$ cat src/rtl/tiny_alu_requester.sv
// Command-side requester for tiny_alu: queues operation commands in a small FIFO,
// issues them one at a time over the start/done handshake and returns each result.
module tiny_alu_requester #(
   parameter int INPUT_DATA_BITS = 8,
   parameter int FIFO_DEPTH      = 4,
   parameter int TIMEOUT_CYCLES  = 8,
   parameter int OPCODE_BITS     = 3
) (
   input  logic                           clk_i,
   input  logic                           reset_n_i,
   input  logic                           cmd_valid_i,
   output logic                           cmd_ready_o,
   input  logic [INPUT_DATA_BITS-1:0]     cmd_a_i,
   input  logic [INPUT_DATA_BITS-1:0]     cmd_b_i,
   input  logic [OPCODE_BITS-1:0]         cmd_opcode_i,
   output logic [INPUT_DATA_BITS-1:0]     alu_a_o,
   output logic [INPUT_DATA_BITS-1:0]     alu_b_o,
   output logic [OPCODE_BITS-1:0]         alu_opcode_o,
   output logic                           alu_start_o,
   input  logic [2*INPUT_DATA_BITS-1:0]   alu_result_i,
   input  logic                           alu_done_i,
   output logic                           rsp_valid_o,
   input  logic                           rsp_ready_i,
   output logic [2*INPUT_DATA_BITS-1:0]   rsp_result_o,
   output logic                           rsp_err_o,
   output logic                           busy_o
);

   localparam int PTR_W = (FIFO_DEPTH > 1) ? $clog2(FIFO_DEPTH) : 1;
   localparam int CNT_W = PTR_W + 1;
   localparam int TMO_W = $clog2(TIMEOUT_CYCLES) + 1;
   localparam logic [TMO_W-1:0] TMO_LAST = TMO_W'(TIMEOUT_CYCLES - 1);
   localparam logic [CNT_W-1:0] CNT_FULL = CNT_W'(FIFO_DEPTH);

   typedef enum logic [1:0] {
      S_IDLE,
      S_ISSUE,
      S_WAIT,
      S_RESP
   } state_t;

   state_t state;
   state_t next_state;

   logic [INPUT_DATA_BITS-1:0] fifo_a  [FIFO_DEPTH];
   logic [INPUT_DATA_BITS-1:0] fifo_b  [FIFO_DEPTH];
   logic [OPCODE_BITS-1:0]     fifo_op [FIFO_DEPTH];
   logic [PTR_W-1:0]           wr_ptr;
   logic [PTR_W-1:0]           rd_ptr;
   logic [CNT_W-1:0]           count;
   logic [TMO_W-1:0]           timer;
   logic                       push;
   logic                       pop;

   // Ready comes from the registered count only, so a full FIFO refuses a push
   // even when the FSM pops in the same cycle.
   assign cmd_ready_o = (count != CNT_FULL);
   assign push        = cmd_valid_i && cmd_ready_o;
   assign alu_start_o = (state == S_ISSUE);
   assign rsp_valid_o = (state == S_RESP);
   assign busy_o      = (state != S_IDLE) || (count != '0);

   always_ff @(posedge clk_i) begin
      if (push) begin
         fifo_a[wr_ptr]  <= cmd_a_i;
         fifo_b[wr_ptr]  <= cmd_b_i;
         fifo_op[wr_ptr] <= cmd_opcode_i;
      end
   end

   always_ff @(posedge clk_i) begin
      if (!reset_n_i) begin
         wr_ptr <= '0;
         rd_ptr <= '0;
         count  <= '0;
      end else begin
         if (push) wr_ptr <= wr_ptr + 1'b1;
         if (pop)  rd_ptr <= rd_ptr + 1'b1;
         count <= count + CNT_W'(push) - CNT_W'(pop);
      end
   end

   always_ff @(posedge clk_i) begin
      if (!reset_n_i) state <= S_IDLE;
      else            state <= next_state;
   end

   always_comb begin
      next_state = state;
      pop        = 1'b0;
      case (state)
         S_IDLE: begin
            if (count != '0) begin
               pop        = 1'b1;
               next_state = S_ISSUE;
            end
         end
         S_ISSUE: next_state = S_WAIT;
         S_WAIT: begin
            if (alu_done_i || (timer == TMO_LAST)) next_state = S_RESP;
         end
         S_RESP: begin
            if (rsp_ready_i) next_state = S_IDLE;
         end
         default: next_state = S_IDLE;
      endcase
   end

   // Operand registers hold the last issued command; result/err are only
   // written in WAIT so they stay stable for the whole RESP phase.
   always_ff @(posedge clk_i) begin
      if (!reset_n_i) begin
         alu_a_o      <= '0;
         alu_b_o      <= '0;
         alu_opcode_o <= '0;
         timer        <= '0;
         rsp_result_o <= '0;
         rsp_err_o    <= 1'b0;
      end else begin
         if (pop) begin
            alu_a_o      <= fifo_a[rd_ptr];
            alu_b_o      <= fifo_b[rd_ptr];
            alu_opcode_o <= fifo_op[rd_ptr];
         end
         if (state == S_ISSUE) begin
            timer <= '0;
         end else if (state == S_WAIT && !alu_done_i) begin
            timer <= timer + 1'b1;
         end
         if (state == S_WAIT) begin
            if (alu_done_i) begin
               rsp_result_o <= alu_result_i;
               rsp_err_o    <= 1'b0;
            end else if (timer == TMO_LAST) begin
               rsp_result_o <= '0;
               rsp_err_o    <= 1'b1;
            end
         end
      end
   end

endmodule

$ cat config.mk
export PLATFORM = sky130hd
export DESIGN_NAME = tiny_alu_requester
export DESIGN_NICKNAME = d
export VERILOG_FILES = /design/src/rtl/tiny_alu_requester.sv
export SDC_FILE = /design/constraint.sdc
export NUM_CORES = 1
export LEC_CHECK = 0
export ABC_CLOCK_PERIOD_IN_PS = 3800
export BUFFER_PORTS_ARGS = -buffer_cell sky130_fd_sc_hd__buf_2
export CAP_MARGIN = 15
export CORE_ASPECT_RATIO = 2
export CORE_UTILIZATION = 30
export CTS_BUF_LIST = sky130_fd_sc_hd__clkbuf_16
export DETAILED_ROUTE_END_ITERATION = 10
export GPL_TIMING_DRIVEN = 0
export PLACE_DENSITY = 0.46
export SLEW_MARGIN = 20
export SYNTH_ARGS = -nofsm -noshare
export SYNTH_HDL_FRONTEND = slang
export SYNTH_SLANG_ARGS = --single-unit
$ cat constraint.sdc
create_clock -name clk_i -period 3.8 [get_ports clk_i]
set_input_delay 0.38 -clock clk_i [delete_from_list [all_inputs] [get_ports clk_i]]
set_output_delay 0.38 -clock clk_i [all_outputs]
set_load 0.02 [all_outputs]
======== Yosys cells after proc, flatten, opt, wreduce, memory -nomap -nowiden ========
Memory sizes are Yosys's and may differ from the RTL's. A register that Yosys moved wholly into a read port is not among the register bits.
Index checks and enable logic that the tools add are counted.
storage, ports and cells
  register bits ........................... 30
  RAM bits ................................ 76
  input bits .............................. 40
  output and inout port bits .............. 40
  word-level logic and storage cells ...... 51
  memories ................................ 3
operators by class
  add/subtract/negate cells ............... 5
  eq/ne operators ......................... 8
  mux-type cells .......................... 12
  bitwise operators ....................... 1
  reductions and logical operators ........ 15
memories
  memory   words  bits a word  rd ports  clocked after Yosys merged registers in  wr ports  line  source
  fifo_a   4      8            1         1                                        1         45    logic [INPUT_DATA_BITS-1:0] fifo_a [FIFO_DEPTH];
  fifo_b   4      8            1         1                                        1         46    logic [INPUT_DATA_BITS-1:0] fifo_b [FIFO_DEPTH];
  fifo_op  4      3            1         1                                        1         47    logic [OPCODE_BITS-1:0] fifo_op [FIFO_DEPTH];
operator list
  kind                                                             number
  16-bit two-way mux                                               2
  2-bit case mux with 4 select lines                               1
  1-bit two-way mux                                                6
  2-bit two-way mux                                                3
  2-bit by 1-bit adder with 2-bit output, second input constant    2
  4-bit by 1-bit adder with 4-bit output, second input constant    1
  2-bit == test, second input constant                             2
  4-bit by 3-bit == test with 1-bit output, second input constant  1
  1-bit zero test                                                  4
  2-bit != test, second input constant                             2
  2-bit nonzero test                                               2
  3-bit by 1-bit adder with 3-bit output                           1
  3-bit != test, second input constant                             1
  3-bit AND reduction                                              1
  3-bit nonzero test                                               1
  3-bit by 1-bit subtractor with 3-bit output                      1
  2-bit by 1-bit == test with 1-bit output, second input constant  1
  1-bit logical AND                                                2
  2-bit zero test                                                  1
  1-bit logical OR                                                 2
  2-bit by 1-bit != test with 1-bit output, second input constant  1
  2-bit AND reduction                                              1
  2-bit OR reduction                                               1
  1-bit NOT                                                        1

======== Depth between registers and ports, before layout ========
Gate-level depths: netlist of the first run.
  word-level depth ........................ 4
  gate-level depth with buffers ........... 10
  depth with buffers taken out ............ 10

======== Worst setup path after synthesis of the first run ========
OpenSTA, ideal clock, no wires.
  path kind ............................... reg2reg
  start point ............................. register count[2]
  end point ............................... register count[2]
  library setup time ...................... 0.078 ns
  arrival ................................. 1.984 ns
  required time ........................... 3.722 ns
  path slack .............................. 1.738 ns
  cell stages (with the launch flop) ...... 10
  buffers on the path ..................... 0
  period minus slack after synthesis ...... 2.062 ns
  cells stage by stage .................... dfxtp_1 > nor3b_1 > nor2_1 > xnor2_1 > ha_1 > inv_1 > fa_1 > xor2_1 > and2_2 > nor3_1
on the way
  word-level cells in the longest chain between the ends .. 4
  elaborated cells on any way between the ends .. 7
  those cells by class .................... 2 x add/sub; 1 x eq/ne; 2 x mux; 2 x reduce/logical
ends and longest elaborated chain
  item                                                                                line    source
  start, declared                                                                     50      logic [CNT_W-1:0] count;
  start signal, assigned                                                              79      count <= count + CNT_W'(push) - CNT_W'(pop);
  3-bit != test / 3-bit nonzero test (equally long branches)                          57, 93
  1-bit logical AND / 1-bit two-way mux (equally long branches)                       58, 93
  3-bit by 1-bit adder with 3-bit output / 1-bit two-way mux (equally long branches)  79, 91
  3-bit by 1-bit subtractor with 3-bit output *                                       79
Every way passes the cells marked *; elsewhere a longest branch is shown, timed or not.
A chain may end at the register's enable or synchronous reset.

======== Worst setup path in the final report of the first run ========
Same ends and word-level chain as after synthesis.

==> summary.md, run 1 <==
| Metric | Value |
|---|---|
| Syn_area_per_cell | 17.49 µm² |
| DIE HEIGHT | 178.4 µm |
| CTS tree | yes |
| Category of the critical setup timing path | register to register |
| Portion of synthesized cell area occupied by the leading cell type | 0.4887 |
| Net count of the finished layout | 416 |
| Net Switching | 1.242 mW |
| Async set or reset register ratio after synthesis | 0 |
| Total routing resource utilization after global routing | 0.1313 |
| Fin Setup TNS | 0 ns |
| Die extent in x | 90.22 µm |
| Internal cell power | 2.974 mW |
| Fin util | 0.3831 |
| Worst hold path class | primary input to register |
| Synth top area cells | edfxtp_1, dfxtp_1, mux4_2, a22o_2, a32o_1 |
| Delay of the slowest cell on the worst path | 0.44 ns |
| Number of enable flip-flop cells after synthesis | 76 |
| Layout cells sized above 1 | 0.4218 |
| Min cycle time layout | 2.337 ns |
| Setup ws final | 1.463 ns |
| Power density normalized to cell area | 723.4 mW/mm² |
| Worst slew margin relative to its limit | 0.5045 |
| Library cell with the largest summed area after synthesis | edfxtp_1 |
| Cell count after synthesis | 267 |
| Total congestion overflow | 0 |
| Hold_ws | 0.1809 ns |
| Max-cap check violation count | 0 |
| Post-synthesis cell type count | 40 |
| Max Fclk | 0.4280 GHz |
| Mapped Area | 0.004669 mm² |
| Detailed-route DRC error count | 0 |
| Level count of the clock H-tree | 4 |
| Drt total wl | 9.585 mm |
| Arrival time at the worst endpoint | 2.67 ns |
| Reg power frac | 0.418 |
| Avg WL per Cell | 16.67 µm |
| Count of warnings emitted by yosys | 0 |
| Post-CTS Setup Repair Bufs | 0 |
| Final setup violating endpoints | 0 |
| Core region area | 0.01521 mm² |
| Cell at the root of the clock tree | clkbuf_16 |
| Die Outline Area | 0.01610 mm² |
| Initial core utilization | 0.3069 |
| First-pass GRT wire length | 15.35 mm |
| Clock network latency to the later pin of the worst-skew pair | 0.41 ns |
| Antenna Violating Nets Remaining | 0 |
| Minimum setup slack after placement | 1.450 ns |
| First DRT Iteration DRCs | 105 |
| Total I/O pin count | 80 |
| Fin cells | 575 |
| Number of global-route vias before repair | 2911 |
| Part of the total power dissipated in the clock network | 0.331 |
| Slew @ Worst Pin | 0.7433 ns |
| Cells after DPL | 543 |
| Hold bufs inserted after CTS | 0 |
| Setup repair after global routing missed its margin | false |
| Number of buffers added by the clock tree synthesis step | 17 |
| Gate power share | 0.251 |
| Antenna diode count | 0 |
| Fraction of power spent switching nets | 0.2945 |
| Length of the first detailed-routing pass in iterations | 4 |
| Status | finished clean |
| Final Instance Area | 0.005828 mm² |
| Max stage delay cell, worst path | dfxtp_1 |
| Largest net degree at the start of global routing | 20 |
| Post-synthesis to final-layout area growth | 24.81% |
| Worst-case clock buffer depth | 2 |
| Syn nets | 319 |
| Ordered cell list for the critical path | nor3b_1 -> nor2_1 -> xnor2_1 -> ha_1 -> inv_1 -> fa_1 -> xor2_1 -> and2_2 -> nor3_1 |
| Post-synthesis sequential area ratio | 0.6988 |
| Startpoint class of the critical path | register |
| Max rail drop VDD | 0.3524 mV |
| Post-DR vias/cell | 4.635 |
| Sink Count | 125 |
| Number of fill cells | 1470 |
| Setup skew after layout | 0.01096 ns |
| Global placer's final weighted congestion | 0.6889 |
| Number of register bits inferred by synthesis | 125 |
| Number of max-slew violations in the final report | 0 |
| Max FO, Critical Path | 5 |
| Main synth FF type | edfxtp_1 |
| Sort of element at the end of the critical path | register |
| Total power consumption of the routed design | 4.216 mW |
| Leakage power total | 2.259 nW |
| Number of placement rows | 64 |
| Detailed-route via count | 2665 |
| Placed inst area | 0.005309 mm² |
| IO Port Bufs | 78 |
| Post-cts resize count | 0 |
| CP Data Required Time | 4.14 ns |
| DP Wirelength | 6.401 mm |
| CTS clk-pin slew, worst paths | 0.06 ns |
| Final Cycle Share | 0.6149 |
| Number of endpoints with negative hold slack in the final report | 0 |
| Number of antenna violations at the first check in global routing | 0 |
[cells by family after synthesis]
| kind of cell | after synthesis | share of synthesized area |
|---|---|---|
| XOR/XNOR | 6 | 0.01125 |
| flip-flops | 125 | 0.6988 |
| AO/OA/AOI/OAI | 48 | 0.09485 |
| AND/OR/NAND/NOR | 32 | 0.03832 |
| adder cells (fa/ha/maj) | 12 | 0.03376 |
| multiplexers | 22 | 0.09807 |
| buffers and inverters | 22 | 0.02492 |
[critical path, delay by kind of cell, from the launching register on]
family	cells	cell delay (ns)
xor+xnor	2	0.35
fa+ha+maj	2	0.55
buf+inv	1	0.05
flops	1	0.44
simple gates	4	0.89
[final timing paths]
path                      startpoint                       endpoint  slack, ns  depth (start not counted)
min reg2reg  alu_a_o[2]$_SDFFE_PN0P_        alu_a_o[2]$_SDFFE_PN0P_       0.47                          1
min                 alu_result_i[10]  rsp_result_o[10]$_SDFFE_PN0P_       0.18                          2
max              count[2]$_SDFF_PN0_            count[2]$_SDFF_PN0_       1.46                          9
max reg2reg      count[2]$_SDFF_PN0_            count[2]$_SDFF_PN0_       1.46                          9
[cells in the mapped netlist (2+ instances only)]
| library cell | n |
|---|---|
| edfxtp_1 | 76 |
| dfxtp_1 | 49 |
| mux4_2 | 19 |
| a22o_2 | 18 |
| a32o_1 | 16 |
| ha_1 | 11 |
| nor2_1 | 9 |
| inv_1 | 8 |
| and3_1 | 5 |
| clkbuf_1 | 5 |
| xor2_1 | 5 |
| a21oi_1 | 4 |
| buf_2 | 4 |
| o21ai_0 | 4 |
| mux2i_1 | 3 |
| nand2_1 | 3 |
| nand3_1 | 3 |
| and2_1 | 2 |
| nand2b_1 | 2 |
[cell usage in the layout (no fill, tap or decap), drive strengths merged]
cell type,netlist,routed
o311ai,1,1
a21oi,4,4
clkinvlp,0,1
nand3,3,3
o31ai,1,1
nand2,3,3
and2,3,3
or3,1,1
mux4,19,19
nand3b,1,1
nor3b,1,1
edfxtp,76,76
o21ai,5,5
nand2b,2,2
a32o,16,16
o221a,1,1
clkinv,0,6
ha,11,11
clkbuf,6,24
mux2i,3,3
a211oi,1,1
a22o,19,19
and3b,1,1
nor2,10,10
buf,7,85
or4b,1,1
xor2,5,5
fa,1,1
nor3,1,1
dfxtp,49,49
and3,5,5
xnor2,1,1
inv,9,16
[cell type report]
cell class	instances	area (µm²)	area share
Timing Repair Buffer	78	390.4	0.06698
Inverter	9	33.78	0.005796
Sequential cell	125	3263	0.5599
Clock inverter	14	65.06	0.01116
Clock buffer	18	450.4	0.07729
Multi-Input combinational cell	120	1295	0.2222
Tap cell	198	247.7	0.04251
Buffer	13	82.58	0.01417
[sequential cells by signal (all words and copies together), names as in the netlist]
name          flops
state             2
rsp_err_o         1
wr_ptr            2
alu_opcode_o      3
alu_b_o           8
fifo_op          12
count             3
alu_a_o           8
rd_ptr            2
fifo_b           32
timer             4
fifo_a           32
rsp_result_o     16
[metal layers]
metal  track usage  vias up  wire [µm]
met1        0.1297     1325       3699
met2        0.2452       77       5326
met3       0.03964       10        386
met4       0.06653        0        172
li1              -     1253          -
met5             0        -          0
[power by group through the flow]
stage                     sequential, mW  clock (mW)  combinational (mW)
final                               1.76        1.40                1.06
after detailed placement            1.79           0                1.09
after global routing                1.78        1.49                1.17
after floorplan                     1.89           0               0.647
after global placement              1.78           0                1.08
after CTS                           1.76        1.44                1.09
Power figures use the tool's default switching activity.
==> run 2: changes to the inputs <==
Settings changed: ABC_CLOCK_PERIOD_IN_PS 3800 to 1970, PLACE_DENSITY 0.46 to 0.48.
Clock period 3.8 ns to 1.97 ns, I/O delays scaled along.
==> run 2 against run 1 <==
  * Total power rose by 110%
  * Wire length shrank 0.20%
  * Register-to-register slack lost 1.4 ns
  * Critical path depth is 1 lower
  * Flip-flop and latch count is the same
  * Sequential power rose by 94%
  * Die area stayed put
  * Design area increased by 8.0%
  * Final cell count rose by 5.4%
  * Sequential share of layout area down 4.0 points
  * Utilization rose by 3.1 points
==> summary.md, run 2 (synthesis results as in run 1) <==
| Metric | Value |
|---|---|
| Die extent in x | 90.22 µm |
| Number of global-route vias before repair | 2965 |
| Power density normalized to cell area | 1415 mW/mm² |
| Buffers & Inverters on Critical Path | 1 |
| First DRT Iteration DRCs | 76 |
| Die Outline Area | 0.01610 mm² |
| Slew @ Worst Pin | 0.7277 ns |
| Max-cap check violation count | 0 |
| Initial core utilization | 0.3069 |
| Fin cells | 606 |
| Leakage power total | 2.421 nW |
| Core region area | 0.01521 mm² |
| Arrival time at the worst endpoint | 2.23 ns |
| DP Wirelength | 6.430 mm |
| DR top layer | met4 |
| Worst path top cell family by delay | adder cells |
| Max FO, Critical Path | 7 |
| Cells after DPL | 543 |
| Fin util | 0.4136 |
| Total congestion overflow | 0 |
| Final setup violating endpoints | 0 |
| Detailed-route DRC error count | 0 |
| Placed inst area | 0.005318 mm² |
| DIE HEIGHT | 178.4 µm |
| Sort of element at the end of the critical path | register |
| Met3 WL post-DR | 370 µm |
| Max stage delay cell, worst path | dfxtp_4 |
| Detailed-route via count | 2795 |
| Min cycle time layout | 1.944 ns |
| Worst slew margin relative to its limit | 0.5149 |
| Number of max-slew violations in the final report | 0 |
| Drt total wl | 9.566 mm |
| CTS clk-pin slew, worst paths | 0.06 ns |
| Total power consumption of the routed design | 8.906 mW |
| Commonest non-fill, non-tap cell in the layout | buf_2 |
| Startpoint class of the critical path | register |
| Number of antenna violations at the first check in global routing | 0 |
| Number of endpoints with negative hold slack in the final report | 0 |
| Net count of the finished layout | 447 |
| Layout cells sized above 1 | 0.4412 |
| Max rail drop VDD | 0.6772 mV |
| Post-DR vias/cell | 4.612 |
| Worst-case clock buffer depth | 2 |
| Clock network latency to the later pin of the worst-skew pair | 0.41 ns |
| Post-synthesis to final-layout area growth | 34.75% |
| Final Instance Area | 0.006292 mm² |
| Total I/O pin count | 80 |
| Cell at the root of the clock tree | clkbuf_16 |
| Length of the first detailed-routing pass in iterations | 6 |
| Largest net degree at the start of global routing | 20 |
| Level count of the clock H-tree | 4 |
| Delay of the slowest cell on the worst path | 0.37 ns |
| Setup repair after global routing missed its margin | true |
| Number of buffers added by the clock tree synthesis step | 17 |
| Ordered cell list for the critical path | o31ai_4 -> xnor2_1 -> ha_2 -> inv_1 -> fa_2 -> xor2_1 -> and2_4 -> nor3_2 |
| Worst hold path class | primary input to register |
| CP Data Required Time | 2.26 ns |
| Routed wire length on met2 | 5.341 mm |
| Fin Setup TNS | 0 ns |
| Global placer's final weighted congestion | 0.7275 |
| Antenna diode count | 0 |
| Max Fclk | 0.5144 GHz |
| Top Registers | fifo_a (32), fifo_b (32), rsp_result_o (16) |
| Setup skew after layout | 0.01215 ns |
| Category of the critical setup timing path | register to register |
| IO Port Bufs | 78 |
| Antenna Violating Nets Remaining | 0 |
| First-pass GRT wire length | 15.46 mm |
| Setup ws final | 0.02611 ns |
| Minimum setup slack after placement | -0.2600 ns |
| Most frequent cells in the layout | buf_2, edfxtp_1, dfxtp_1 |
| Hold_ws | 0.01631 ns |
| Number of placement rows | 64 |
| Total routing resource utilization after global routing | 0.1286 |
| Final Cycle Share | 0.9867 |
| Sink Count | 125 |
| Avg WL per Cell | 15.79 µm |
| Routed length on met1 | 3.721 mm |
| Status | finished clean |
| CTS tree | yes |
-- run 2: cell count changes in the layout (fill, tap and decap cells not counted), moves of 4 or more --
cell / previous run / this run
dlygate4sd3_1: 0 / 27
inv_6: 0 / 5
dfxtp_1: 49 / 44
buf_4: 1 / 5
clkinv_2: 5 / 0
inv_1: 13 / 7
-- run 2: per-layer routing --
layer  global-route usage  vias up
met5                    0        -
met4              0.05847        0
met3              0.03666        9
met2               0.2424       76
met1               0.1293     1386
li1                     -     1324
-- run 2: layout make-up --
type                            instances  area (µm²)
Buffer                                 13       82.58
Clock buffer                           18       450.4
Clock inverter                         14       180.2
Fill cell                            1422        8922
Inverter                                9       36.28
Multi-Input combinational cell        120        1330
Sequential cell                       125        3274
Tap cell                              198       247.7
Timing Repair Buffer                  109       690.7
-- run 2: report_power, final --
group          leakage, nW  total, mW  internal [mW]  switching (mW)
sequential            1.10       3.42           3.20           0.214
combinational         1.02       2.21           1.04            1.17
clock                0.303       3.27           2.09            1.18
total                 2.42       8.91           6.34            2.57
-- run 2: worst paths after layout --
| kind | slack [ns] | cells past startpoint | endpoint | start |
|---|---|---|---|---|
| worst max-delay path | 0.03 | 8 | count[2]$_SDFF_PN0_ | count[1]$_SDFF_PN0_ |
| worst min-delay path | 0.02 | 1 | fifo_op[3][0]$_DFFE_PP_ | cmd_opcode_i[0] |
| worst max register to register | 0.03 | 8 | count[2]$_SDFF_PN0_ | count[1]$_SDFF_PN0_ |
| worst min register to register | 0.47 | 1 | alu_a_o[2]$_SDFFE_PN0P_ | alu_a_o[2]$_SDFFE_PN0P_ |
-- run 2: timing repair --
item | in CTS | in global routing
hold buffers | 26 | 1
buffers inserted | 0 | 4
pin swaps | 2 | 3
hold endpoints to repair | 54 | 1
endpoints found under the setup margin | 40 | 1
gates resized for setup | 11 | 7
==> run 3: changes to the inputs <==
Settings changed: CORE_UTILIZATION 30 to 50, GPL_TIMING_DRIVEN 0 to not set, HOLD_SLACK_MARGIN set to 0.05, PLACE_DENSITY 0.48 to 0.73.
==> run 3 against run 2 <==
  * Utilization grew 29 points
  * Clock skew shrank 0.0051 ns
  * Register-to-register slack lost 0.02 ns
  * Global-route usage grew 8.5 points
  * Highest routed layer unchanged
  * Clock power shrank 7.6%
  * Worst hold slack gained 0.090 ns
  * Design area grew 0.18%
  * Worst setup slack lost 0.018 ns
  * Critical path depth grew 1
==> summary.md, run 3 (synthesis results as in run 1) <==
| Metric | Value |
|---|---|
| Status | finished clean |
| Number of buffers added by the clock tree synthesis step | 17 |
| Hold_ws | 0.1062 ns |
| CTS tree | yes |
| Reg power frac | 0.390 |
| Sort of element at the end of the critical path | register |
| Worst-case clock buffer depth | 2 |
| Fraction of power spent switching nets | 0.2839 |
| Worst slew margin relative to its limit | 0.4035 |
| Detailed-route DRC error count | 0 |
| Number of global-route vias before repair | 3207 |
| Min cycle time layout | 1.962 ns |
| Antenna Violating Nets Remaining | 0 |
| Final setup violating endpoints | 0 |
| Detailed-route via count | 2890 |
| Final Instance Area | 0.006304 mm² |
| Number of placement rows | 49 |
| Worst hold path class | primary input to register |
| Setup repair after global routing missed its margin | true |
| Total congestion overflow | 0 |
| Total power consumption of the routed design | 8.761 mW |
| Power density normalized to cell area | 1390 mW/mm² |
| Leakage power total | 2.493 nW |
| Post-DR vias/cell | 5.547 |
| Clock network latency to the later pin of the worst-skew pair | 0.41 ns |
| Commonest non-fill, non-tap cell in the layout | buf_2 |
| Slew @ Worst Pin | 0.8937 ns |
| Max rail drop VDD | 0.8353 mV |
| DIE HEIGHT | 138.7 µm |
| Number of fill cells | 579 |
| Top Registers | fifo_a (32), fifo_b (32), rsp_result_o (16) |
| Minimum setup slack after placement | -0.1778 ns |
| Setup ws final | 0.007649 ns |
| CTS clk-pin slew, worst paths | 0.05 ns |
| Max Fclk | 0.5096 GHz |
| Net count of the finished layout | 458 |
| IO Port Bufs | 79 |
| Die Outline Area | 0.009753 mm² |
| Largest net degree at the start of global routing | 26 |
| Length of the first detailed-routing pass in iterations | 4 |
| Internal cell power | 6.273 mW |
| DP Wirelength | 5.682 mm |
| First-pass GRT wire length | 15.48 mm |
| Arrival time at the worst endpoint | 2.29 ns |
| Antenna diode count | 0 |
| Core region area | 0.009012 mm² |
| Gate power share | 0.265 |
| Area taken by flip-flops and latches | 0.003269 mm² |
| Level count of the clock H-tree | 4 |
| First DRT Iteration DRCs | 165 |
| Startpoint class of the critical path | register |
| Fin util | 0.6994 |
| Drt total wl | 9.511 mm |
| Number of max-slew violations in the final report | 0 |
| Initial core utilization | 0.5181 |
| Part of the total power dissipated in the clock network | 0.345 |
| Category of the critical setup timing path | register to register |
| Setup skew after layout | 0.007084 ns |
| CP Data Required Time | 2.30 ns |
| Most frequent cells in the layout | buf_2, edfxtp_1, dfxtp_1 |
| Net Switching | 2.487 mW |
| Placed inst area | 0.005285 mm² |
| Max FO, Critical Path | 4 |
| Post-synthesis to final-layout area growth | 34.99% |
| Final Cycle Share | 0.9961 |
| Number of antenna violations at the first check in global routing | 0 |
| Avg WL per Cell | 18.26 µm |
| Number of endpoints with negative hold slack in the final report | 0 |
| Global placer's final weighted congestion | 0.7758 |
| Layout cells sized above 1 | 0.4368 |
| Cell at the root of the clock tree | clkbuf_16 |
| Total I/O pin count | 80 |
| Multi-input combinational cell area | 0.001339 mm² |
| Total routing resource utilization after global routing | 0.2137 |
| Max-cap check violation count | 0 |
| Sink Count | 125 |
| Die extent in x | 70.34 µm |
run 3: cell count changes in the layout (fill, tap and decap cells not counted), sizes merged:
| cell | change |
|---|---|
| clkbuf | -7 |
| clkinv | +8 |
| dlygate4sd3 | +9 |
| inv | -6 |
| buf | +8 |
| clkinvlp | -1 |
run 3: power by group through the flow:
stage	logic (mW)	clock network, mW	registers, mW
floorplan	1.25	0	3.65
global placement	2.09	0	3.43
detailed placement	2.14	0	3.45
CTS	2.31	3.06	3.42
global route	2.51	3.17	3.46
finish	2.32	3.02	3.42
run 3: what timing repair did:
action                                  in CTS  in global routing
hold endpoints to repair                    93                  0
endpoints found under the setup margin       6                 14
hold buffers                                36                  0
pin swaps                                    2                  0
resized for setup                           13                  2
buffers inserted                             4                  0
run 3: metal layers:
layer,GRT usage,vias to the layer above,share of wire
met5,0,-,0
met4,0.09474,0,0.016
met3,0.06323,13,0.042
met2,0.3945,88,0.57
met1,0.2137,1449,0.37
li1,-,1340,-
run 3: per-stage QoR:
| stage | TNS [ns] | std cells |
|---|---|---|
| floorplan | 0 | 267 |
| global placement | 0 | 449 |
| detailed placement | -0.1778 | 449 |
| CTS | 0 | 521 |
| global route | -0.08348 | 521 |
| finish | 0 | 521 |
run 3: layout make-up:
type                            count  share of cell area
Tap cell                          102             0.02025
Clock inverter                     15             0.02461
Multi-Input combinational cell    120              0.2124
Sequential cell                   125              0.5187
Inverter                            9            0.005359
Clock buffer                       17             0.06749
Timing Repair Buffer              133              0.1513
run 3: final timing paths:
check                                             start                 endpoint  slack, ns  cells past startpoint
worst max-delay path                count[2]$_SDFF_PN0_      count[2]$_SDFF_PN0_      0.008                      9
worst min-delay path                        cmd_valid_i   wr_ptr[1]$_SDFFE_PN0P_       0.11                      3
worst max register to register      count[2]$_SDFF_PN0_      count[2]$_SDFF_PN0_      0.008                      9
worst min register to register  alu_b_o[0]$_SDFFE_PN0P_  alu_b_o[0]$_SDFFE_PN0P_       0.47                      1
run 3: worst max-delay path: stages (launching register included):
cell and delay, ns:
dfxtp_4 0.37, nor3b_4 0.22, nor2_2 0.09, xnor2_2 0.17, ha_2 0.18, inv_1 0.05, fa_2 0.34, xor2_1 0.16
and2_2 0.20, nor3_2 0.10
